### config.mk
export PLATFORM = sky130hd
export DESIGN_NAME = motion_bbox_detect
export DESIGN_NICKNAME = d
export VERILOG_FILES = /design/src/rtl/motion_trace_pkg.sv /design/src/rtl/motion_bbox_detect_overlay.sv /design/src/rtl/motion_bbox_detect.sv
export SDC_FILE = /design/constraint.sdc
export NUM_CORES = 1
export LEC_CHECK = 0
export BUFFER_PORTS_ARGS = -buffer_cell sky130_fd_sc_hd__buf_2
export CAP_MARGIN = 10
export CORE_MARGIN = 5
export CORE_UTILIZATION = 30
export CTS_BUF_LIST = sky130_fd_sc_hd__clkbuf_16
export DETAILED_ROUTE_END_ITERATION = 10
export SLEW_MARGIN = 20
export SYNTH_ARGS = -nofsm -noshare
export SYNTH_HDL_FRONTEND = slang
export SYNTH_HIERARCHICAL = 1
export SYNTH_SLANG_ARGS = --single-unit
### constraint.sdc
create_clock -name clk -period 8.58 [get_ports clk]
set_input_delay 0 -clock clk [delete_from_list [all_inputs] [get_ports clk]]
set_output_delay 0 -clock clk [all_outputs]
set_load 0.03 [all_outputs]
### src/rtl/motion_trace_pkg.sv
// Shared geometry, overlay colour and bounding-box record for the motion trace path.
// Used by motion_bbox_detect and its optional overlay (MOTION_BBOX_OVERLAY_EN).
package motion_trace_pkg;

  localparam int IMG_W = 640;
  localparam int IMG_H = 480;
  localparam int CRD_W = 10;
  localparam logic [15:0] BOX_COLOR = 16'hF800;

  typedef struct packed {
    logic [CRD_W-1:0] left;
    logic [CRD_W-1:0] right;
    logic [CRD_W-1:0] top;
    logic [CRD_W-1:0] bottom;
    logic             found;
  } bbox_t;

  // True when (x,y) lies on the rectangle outline of b (inclusive edges).
  function automatic logic on_border(input logic [CRD_W-1:0] x,
                                     input logic [CRD_W-1:0] y,
                                     input bbox_t b);
    logic in_x;
    logic in_y;
    in_x = (x >= b.left) && (x <= b.right);
    in_y = (y >= b.top) && (y <= b.bottom);
    return (((x == b.left) || (x == b.right)) && in_y) ||
           (((y == b.top) || (y == b.bottom)) && in_x);
  endfunction

endpackage

### src/rtl/motion_bbox_detect_overlay.sv
// Draws the latched bounding box in red over the pixel stream, delaying
// sync, strobe and pixel data by one clock. Only instantiated with MOTION_BBOX_OVERLAY_EN.
module bbox_overlay
  import motion_trace_pkg::*;
(
  input  logic             clk,
  input  logic             rst,
  input  logic             vsync,
  input  logic             href,
  input  logic             clken,
  input  logic [15:0]      rgb,
  input  logic [CRD_W-1:0] x,
  input  logic [CRD_W-1:0] y,
  input  bbox_t            box,
  output logic             post_vsync,
  output logic             post_href,
  output logic             post_clken,
  output logic [15:0]      post_rgb
);

  always_ff @(posedge clk or posedge rst) begin
    if (rst) begin
      post_vsync <= 1'b0;
      post_href  <= 1'b0;
      post_clken <= 1'b0;
      post_rgb   <= '0;
    end else begin
      post_vsync <= vsync;
      post_href  <= href;
      post_clken <= clken;
      post_rgb   <= (box.found && on_border(x, y, box)) ? BOX_COLOR : rgb;
    end
  end

endmodule

### src/rtl/motion_bbox_detect.sv
// Per-frame bounding box and pixel count of the binary motion mask, published at each
// frame start. Optional red box overlay on the video path: define MOTION_BBOX_OVERLAY_EN.
module motion_bbox_detect
  import motion_trace_pkg::bbox_t;
#(
  parameter int IMG_W   = motion_trace_pkg::IMG_W,
  parameter int IMG_H   = motion_trace_pkg::IMG_H,
  parameter int CRD_W   = motion_trace_pkg::CRD_W,
  parameter int MIN_PIX = 16,
  parameter int CNT_W   = 19
) (
  input  logic             clk,
  input  logic             rst,
  input  logic             per_frame_vsync,
  input  logic             per_frame_href,
  input  logic             per_frame_clken,
  input  logic             per_img_bit,
  output logic [CRD_W-1:0] box_left,
  output logic [CRD_W-1:0] box_right,
  output logic [CRD_W-1:0] box_top,
  output logic [CRD_W-1:0] box_bottom,
  output logic [CNT_W-1:0] box_pix_cnt,
  output logic             box_found,
  output logic             box_valid
`ifdef MOTION_BBOX_OVERLAY_EN
  ,
  input  logic [15:0]      pix_rgb,
  output logic             post_vsync,
  output logic             post_href,
  output logic             post_clken,
  output logic [15:0]      post_rgb
`endif
);

  localparam logic [0:0] WAIT_SOF = 1'b0;
  localparam logic [0:0] ACTIVE   = 1'b1;

  localparam logic [CRD_W-1:0] X_MAX   = CRD_W'(IMG_W - 1);
  localparam logic [CRD_W-1:0] Y_MAX   = CRD_W'(IMG_H - 1);
  localparam logic [CNT_W-1:0] CNT_MAX = '1;

  logic [0:0]       state;
  logic             vsync_d;
  logic             href_d;
  logic [CRD_W-1:0] x;
  logic [CRD_W-1:0] y;
  logic [CRD_W-1:0] min_x;
  logic [CRD_W-1:0] max_x;
  logic [CRD_W-1:0] min_y;
  logic [CRD_W-1:0] max_y;
  logic [CNT_W-1:0] cnt;
  bbox_t            box;

  logic sof;
  logic href_fall;
  logic accept;

  assign sof       = per_frame_vsync & ~vsync_d;
  assign href_fall = ~per_frame_href & href_d;
  // A strobe coincident with the frame boundary belongs to neither frame.
  assign accept    = (state == ACTIVE) & per_frame_clken & per_frame_href & ~sof;

  // NOTE: all state here is sequential and uses non-blocking assignments, so every
  // comparison below sees the values from before this edge (e.g. the pre-reset x).
  always_ff @(posedge clk or posedge rst) begin
    if (rst) begin
      state       <= WAIT_SOF;
      vsync_d     <= 1'b0;
      href_d      <= 1'b0;
      x           <= '0;
      y           <= '0;
      min_x       <= X_MAX;
      max_x       <= '0;
      min_y       <= Y_MAX;
      max_y       <= '0;
      cnt         <= '0;
      box         <= '0;
      box_pix_cnt <= '0;
      box_valid   <= 1'b0;
    end else begin
      vsync_d   <= per_frame_vsync;
      href_d    <= per_frame_href;
      box_valid <= 1'b0;

      if (sof) begin
        if (state == ACTIVE) begin
          box_pix_cnt <= cnt;
          box_valid   <= 1'b1;
          box.found   <= (cnt >= CNT_W'(MIN_PIX));
          if (cnt >= CNT_W'(MIN_PIX)) begin
            box.left   <= min_x;
            box.right  <= max_x;
            box.top    <= min_y;
            box.bottom <= max_y;
          end
        end
        state <= ACTIVE;
        x     <= '0;
        y     <= '0;
        min_x <= X_MAX;
        max_x <= '0;
        min_y <= Y_MAX;
        max_y <= '0;
        cnt   <= '0;
      end else if (state == ACTIVE) begin
        if (accept) begin
          if (per_img_bit) begin
            if (x < min_x) min_x <= x;
            if (x > max_x) max_x <= x;
            if (y < min_y) min_y <= y;
            if (y > max_y) max_y <= y;
            if (cnt != CNT_MAX) cnt <= cnt + 1'b1;
          end
          if (x != X_MAX) x <= x + 1'b1;
        end
        // End of line overrides the column advance of a pixel in the same cycle.
        if (href_fall) begin
          x <= '0;
          if (y != Y_MAX) y <= y + 1'b1;
        end
      end
    end
  end

  assign box_left   = box.left;
  assign box_right  = box.right;
  assign box_top    = box.top;
  assign box_bottom = box.bottom;
  assign box_found  = box.found;

`ifdef MOTION_BBOX_OVERLAY_EN
  bbox_overlay u_overlay (
    .clk        (clk),
    .rst        (rst),
    .vsync      (per_frame_vsync),
    .href       (per_frame_href),
    .clken      (per_frame_clken),
    .rgb        (pix_rgb),
    .x          (x),
    .y          (y),
    .box        (box),
    .post_vsync (post_vsync),
    .post_href  (post_href),
    .post_clken (post_clken),
    .post_rgb   (post_rgb)
  );
`endif

endmodule

# Yosys cells after proc, flatten, opt, wreduce, memory -nomap -nowiden
# Index checks and enable logic that the tools add are counted.
# op_classes
n_addsub	3
order_cmp	5
n_eq_ne	3
muxes	36
bitwise	8
reduce_logical	21
# op_table
op	n
two-way mux 10 bit	29
two-way mux 19 bit	5
adder 10 x 1 -> 10 bit (second input constant)	2
greater-than comparator 10 bit	2
less-than comparator 10 bit	2
AND reduction 4 bit	5
nonzero test 2 bit	10
adder 19 x 1 -> 19 bit (second input constant)	1
>= comparator 19 x 5 -> 1 bit (second input constant)	1
inequality test 19 bit (second input constant)	1
inequality test 10 bit (second input constant)	1
inequality test 10 x 9 -> 1 bit (second input constant)	1
AND reduction 3 bit	3
nonzero test 3 bit	2
AND 1 bit	5
NOT 1 bit	3
two-way mux 1 bit	2
AND reduction 2 bit	1
# word_totals
ff_bits	143
input_bits	6
output_inout_bits	61
elab_cells	93

# Logic depth before layout (Yosys ltp)
# logic_depth
ltp_word	8
depth_mapped	7
depth_no_buf	7

# Least setup slack after synthesis
# OpenSTA, ideal clock, no wires.
# synth_path
kind	register -> register
startpoint	register min_x[4]
endpoint	register min_x[1]
setup_ns	0.075
arrival_ns	1.930
required_ns	8.505
setup_slack_ns	6.575
path_stages_with_launch	8
n_path_buf	0
synth_period_minus_slack_ns	2.005
path_cell_list	dfstp_2 -> inv_1 -> ha_1 -> a21o_1 -> a211oi_1 -> o21ai_1 -> a21oi_2 -> mux2i_1
# synth_between
elab_chain_cells	3
# synth_lines
element	line	text
start: declaration	motion_bbox_detect.sv:47	logic [CRD_W-1:0] min_x;
start signal: assignment	motion_bbox_detect.sv:72	min_x <= X_MAX;
start signal: assignment	motion_bbox_detect.sv:100	min_x <= X_MAX;
start signal: assignment	motion_bbox_detect.sv:108	if (x < min_x) min_x <= x;
less-than comparator 10 bit	motion_bbox_detect.sv:108	
nonzero test 2 bit (no source line)	-	
AND reduction 4 bit (no source line)	-	
# Every way passes these cells.
# A chain may end at the register's enable or synchronous reset.

# Final worst setup path
# layout_path
startpoint	register vsync_d
endpoint	register box (netlist bit box_bottom[1])
# layout_between
elab_chain_cells	3
# layout_lines
element	line	text
start: declaration	motion_bbox_detect.sv:43	logic vsync_d;
start signal: assignment	motion_bbox_detect.sv:81	vsync_d <= per_frame_vsync;
NOT 1 bit	motion_bbox_detect.sv:58	assign sof = per_frame_vsync & ~vsync_d;
AND 1 bit	motion_bbox_detect.sv:58	
AND reduction 3 bit (no source line)	-	
end: declaration	motion_bbox_detect.sv:52	bbox_t box;
# Every way passes these cells.

==> metrics.md <==
| Metric | Value |
|---|---|
| Status | finished clean |
| CP Max Fanout | 78 |
| Maximum vdd drop | 0.000157 V |
| Final setup TNS | 0 ps |
| Crit-path cells | and2b_2, buf_4, nand2_1, inv_1, nand2_2, mux2_2 |
| #FFs+latches synth | 143 |
| Min Hold Slack | 223 ps |
| Switching pwr | 0.448 mW |
| Part of the power in registers | 0.460 |
| Cts hold-fix bufs | 3 |
| Clock latency on the worst-skew pair | 420 ps |
| Worst setup SP type | register |
| Post-synth design cell area | 7240 um2 |
| Worst endpoint required time | 8880 ps |
| WL/cell | 15.1 um |
| Slew headroom | 0.345 |
| Dominant cell type by area after synthesis | dfrtp_1 |
| Static Leak | 4.13 nW |
| Max Slew Vio Count | 0 |
| DP Wirelength | 11100 um |
| Syn_nets | 713 |
| Drt drc | 0 |
| CTS max path bufs | 2 |
| Measured slew at the worst slew-check pin | 982 ps |
| CP Data Arrival Time | 3800 ps |
| Ys Warns | 6 |
| H-tree depth | 4 |
| Area of the multi-input gates | 3380 um2 |
| Port Buf Inserts | 66 |
| RSZ-0062 raised after global routing | false |
| Post-route antenna net violation count | 0 |
| Cell variety after synth | 54 |
| # fillers | 2363 |
| Area share of the largest cell type after synthesis | 0.439 |
| Initial Utilization | 0.307 |
| CTS tree | done |
| Fin crit period | 3500 ps |
| Min-Delay Path Class | input port to register |
| Syn avg cell area | 10.9 um2 |
| Final setup viols | 0 |
| Area grow syn2layout | 17.2% |
| Period utilization | 0.408 |
| Root Driver | clkbuf_16 |
| Clock Pin Slew Worst Setup and Hold Paths | 60 ps |
| Net count, final | 783 |
| Dominant synthesized flop cell | dfrtp_1 |
| Fin. Hold Viols | 0 |
| FMAX | 0.286 GHz |
| CTS buffer count | 17 |
| Total track usage | 0.125 |
| Clock share of power | 0.425 |
| DRT Pass-1 Iters | 4 |
| Clock sinks | 143 |
| Switch share | 0.277 |
| Proportion of layout cells with a drive suffix above 1 | 0.259 |
| Gate power share | 0.115 |
| N_diodes | 0 |
| Fin util | 0.359 |
| # IOs | 67 |
| First-pass GRT wire length | 27200 um |
| Vias | 5151 |
| Mapped Cells | 665 |
| Crit-path slowest cell | nand2_1 |
| Max-Cap Viols | 0 |
| Post-CTS Setup Repair Bufs | 0 |
| Clock Skew | 10.5 ps |
| List of most frequent post-synthesis cells | dfrtp_1 (127), nor2_1 (63), mux2_2 (57) |
| PD cells | 191 nW/um2 |
| Total grt overflow | 0 |
| Register area share after synthesis | 0.497 |
| Wirelength, routed | 16100 um |
| Placer Congestion | 0.808 |
| Largest net degree at the start of global routing | 84 |
| FP Rows | 56 |
| Largest cells by area after synthesis | dfrtp_1 (44%), mux2_2 (8.9%), ha_1 (7.3%) |
| Chip height | 165 um |
| Sequential cell area | 3600 um2 |
| Most common cell in the synthesized netlist | dfrtp_1 |
| Die X | 165 um |
| Post-DR vias/cell | 4.83 |
| Die ar. | 27400 um2 |
| Ys async rst share | 1.00 |
| Post-cts sizing count | 0 |
| CP Class | register to register |
| Critical Path End Type | register |
| Initial antenna violation count | 1 |
| Post-synth EDFFs | 0 |
| Total core area | 23600 um2 |
| Initial DRC Count | 211 |
| Number of global-route vias before repair | 5241 |
| Worst stage delay on the critical path | 770 ps |
| P_int | 1.17 mW |
==> metal layers <==
| layer | wire, um | track usage |
|---|---|---|
| met1 | 7910 | 0.170 |
| met2 | 7090 | 0.192 |
| met3 | 855 | 0.0367 |
| met4 | 220 | 0.0401 |
| met5 | 7 | 0 |
==> state kept, by name, summed over array words and instances, names as in the netlist <==
name / flops
box_bottom: 10
box_found: 1
box_left: 10
box_pix_cnt: 19
box_right: 10
box_top: 10
box_valid: 1
cnt: 19
href_d: 1
max_x: 10
max_y: 10
min_x: 10
min_y: 10
state: 1
vsync_d: 1
x: 10
y: 10
==> layout by cell type (no fill, tap or decap), drive strengths merged, types with 11 or more instances in the layout <==
cell type  count
dfstp         16
nand2         39
a21oi         26
nor2          64
nand3         24
xor2          16
mux2i         25
o31ai         11
o21ai         31
nand4         21
buf           69
clkbuf        17
inv           46
mux2          57
dfrtp        127
ha            42
==> final timing paths <==
path	cells after the start	end	from	slack [ps]
setup / recovery	6	box_bottom[1]$_DFFE_PP0P_	vsync_d$_DFF_PP0_	5080
hold / removal	5	x[2]$_DFFE_PP0P_	per_frame_clken	220
setup reg to reg	6	box_bottom[1]$_DFFE_PP0P_	vsync_d$_DFF_PP0_	5080
hold reg to reg	2	box_pix_cnt[1]$_DFFE_PP0P_	box_pix_cnt[1]$_DFFE_PP0P_	480
max in group asynchronous	4	box_top[0]$_DFFE_PP0P_	rst	7050
min in group asynchronous	3	box_left[1]$_DFFE_PP0P_	rst	270
==> metrics by stage <==
step / instances / total power [mW] / worst slack (ps) / area [um2]
2_1_floorplan: 665 / 0.888 / 4770 / 7240
6_report: 1067 / 1.62 / 5080 / 8490
4_1_cts: 1067 / 1.64 / 5020 / 8490
3_5_place_dp: 1032 / 0.943 / 5030 / 7910
3_3_place_gp: 1032 / 0.938 / 5100 / 7910
5_1_grt: 1067 / 1.70 / 4730 / 8490
==> power by group through the flow <==
stage	clock, mW	sequential, mW	combinational (mW)
finish	0.687	0.744	0.187
global route	0.734	0.749	0.216
CTS	0.704	0.745	0.189
detailed placement	0	0.756	0.186
global placement	0	0.756	0.182
floorplan	0	0.745	0.144
==> logic make-up after synthesis <==
| logic type | Yosys count | synth area share |
|---|---|---|
| buf+inv | 66 | 0.0364 |
| xor+xnor | 21 | 0.0254 |
| flops | 143 | 0.497 |
| simple gates | 199 | 0.139 |
| compound gates | 112 | 0.107 |
| mux | 82 | 0.123 |
| fa+ha+maj | 42 | 0.0726 |
==> cell type report <==
cell class              count  area share
inverters                  45      0.0205
repair buffers             72      0.0451
well taps                 319      0.0470
multi-input cells         456       0.399
flip-flops and latches    143       0.424
clock inverters            15      0.0143
clock buffers              17      0.0501
==> critical path: cells and delay by family, from the launching register on <==
kind / cells / cell delay, ps
AND/OR/NAND/NOR: 3 / 1510
multiplexers: 1 / 510
buffers and inverters: 2 / 880
flip-flops: 1 / 360
(Power assumes the default switching activity.)
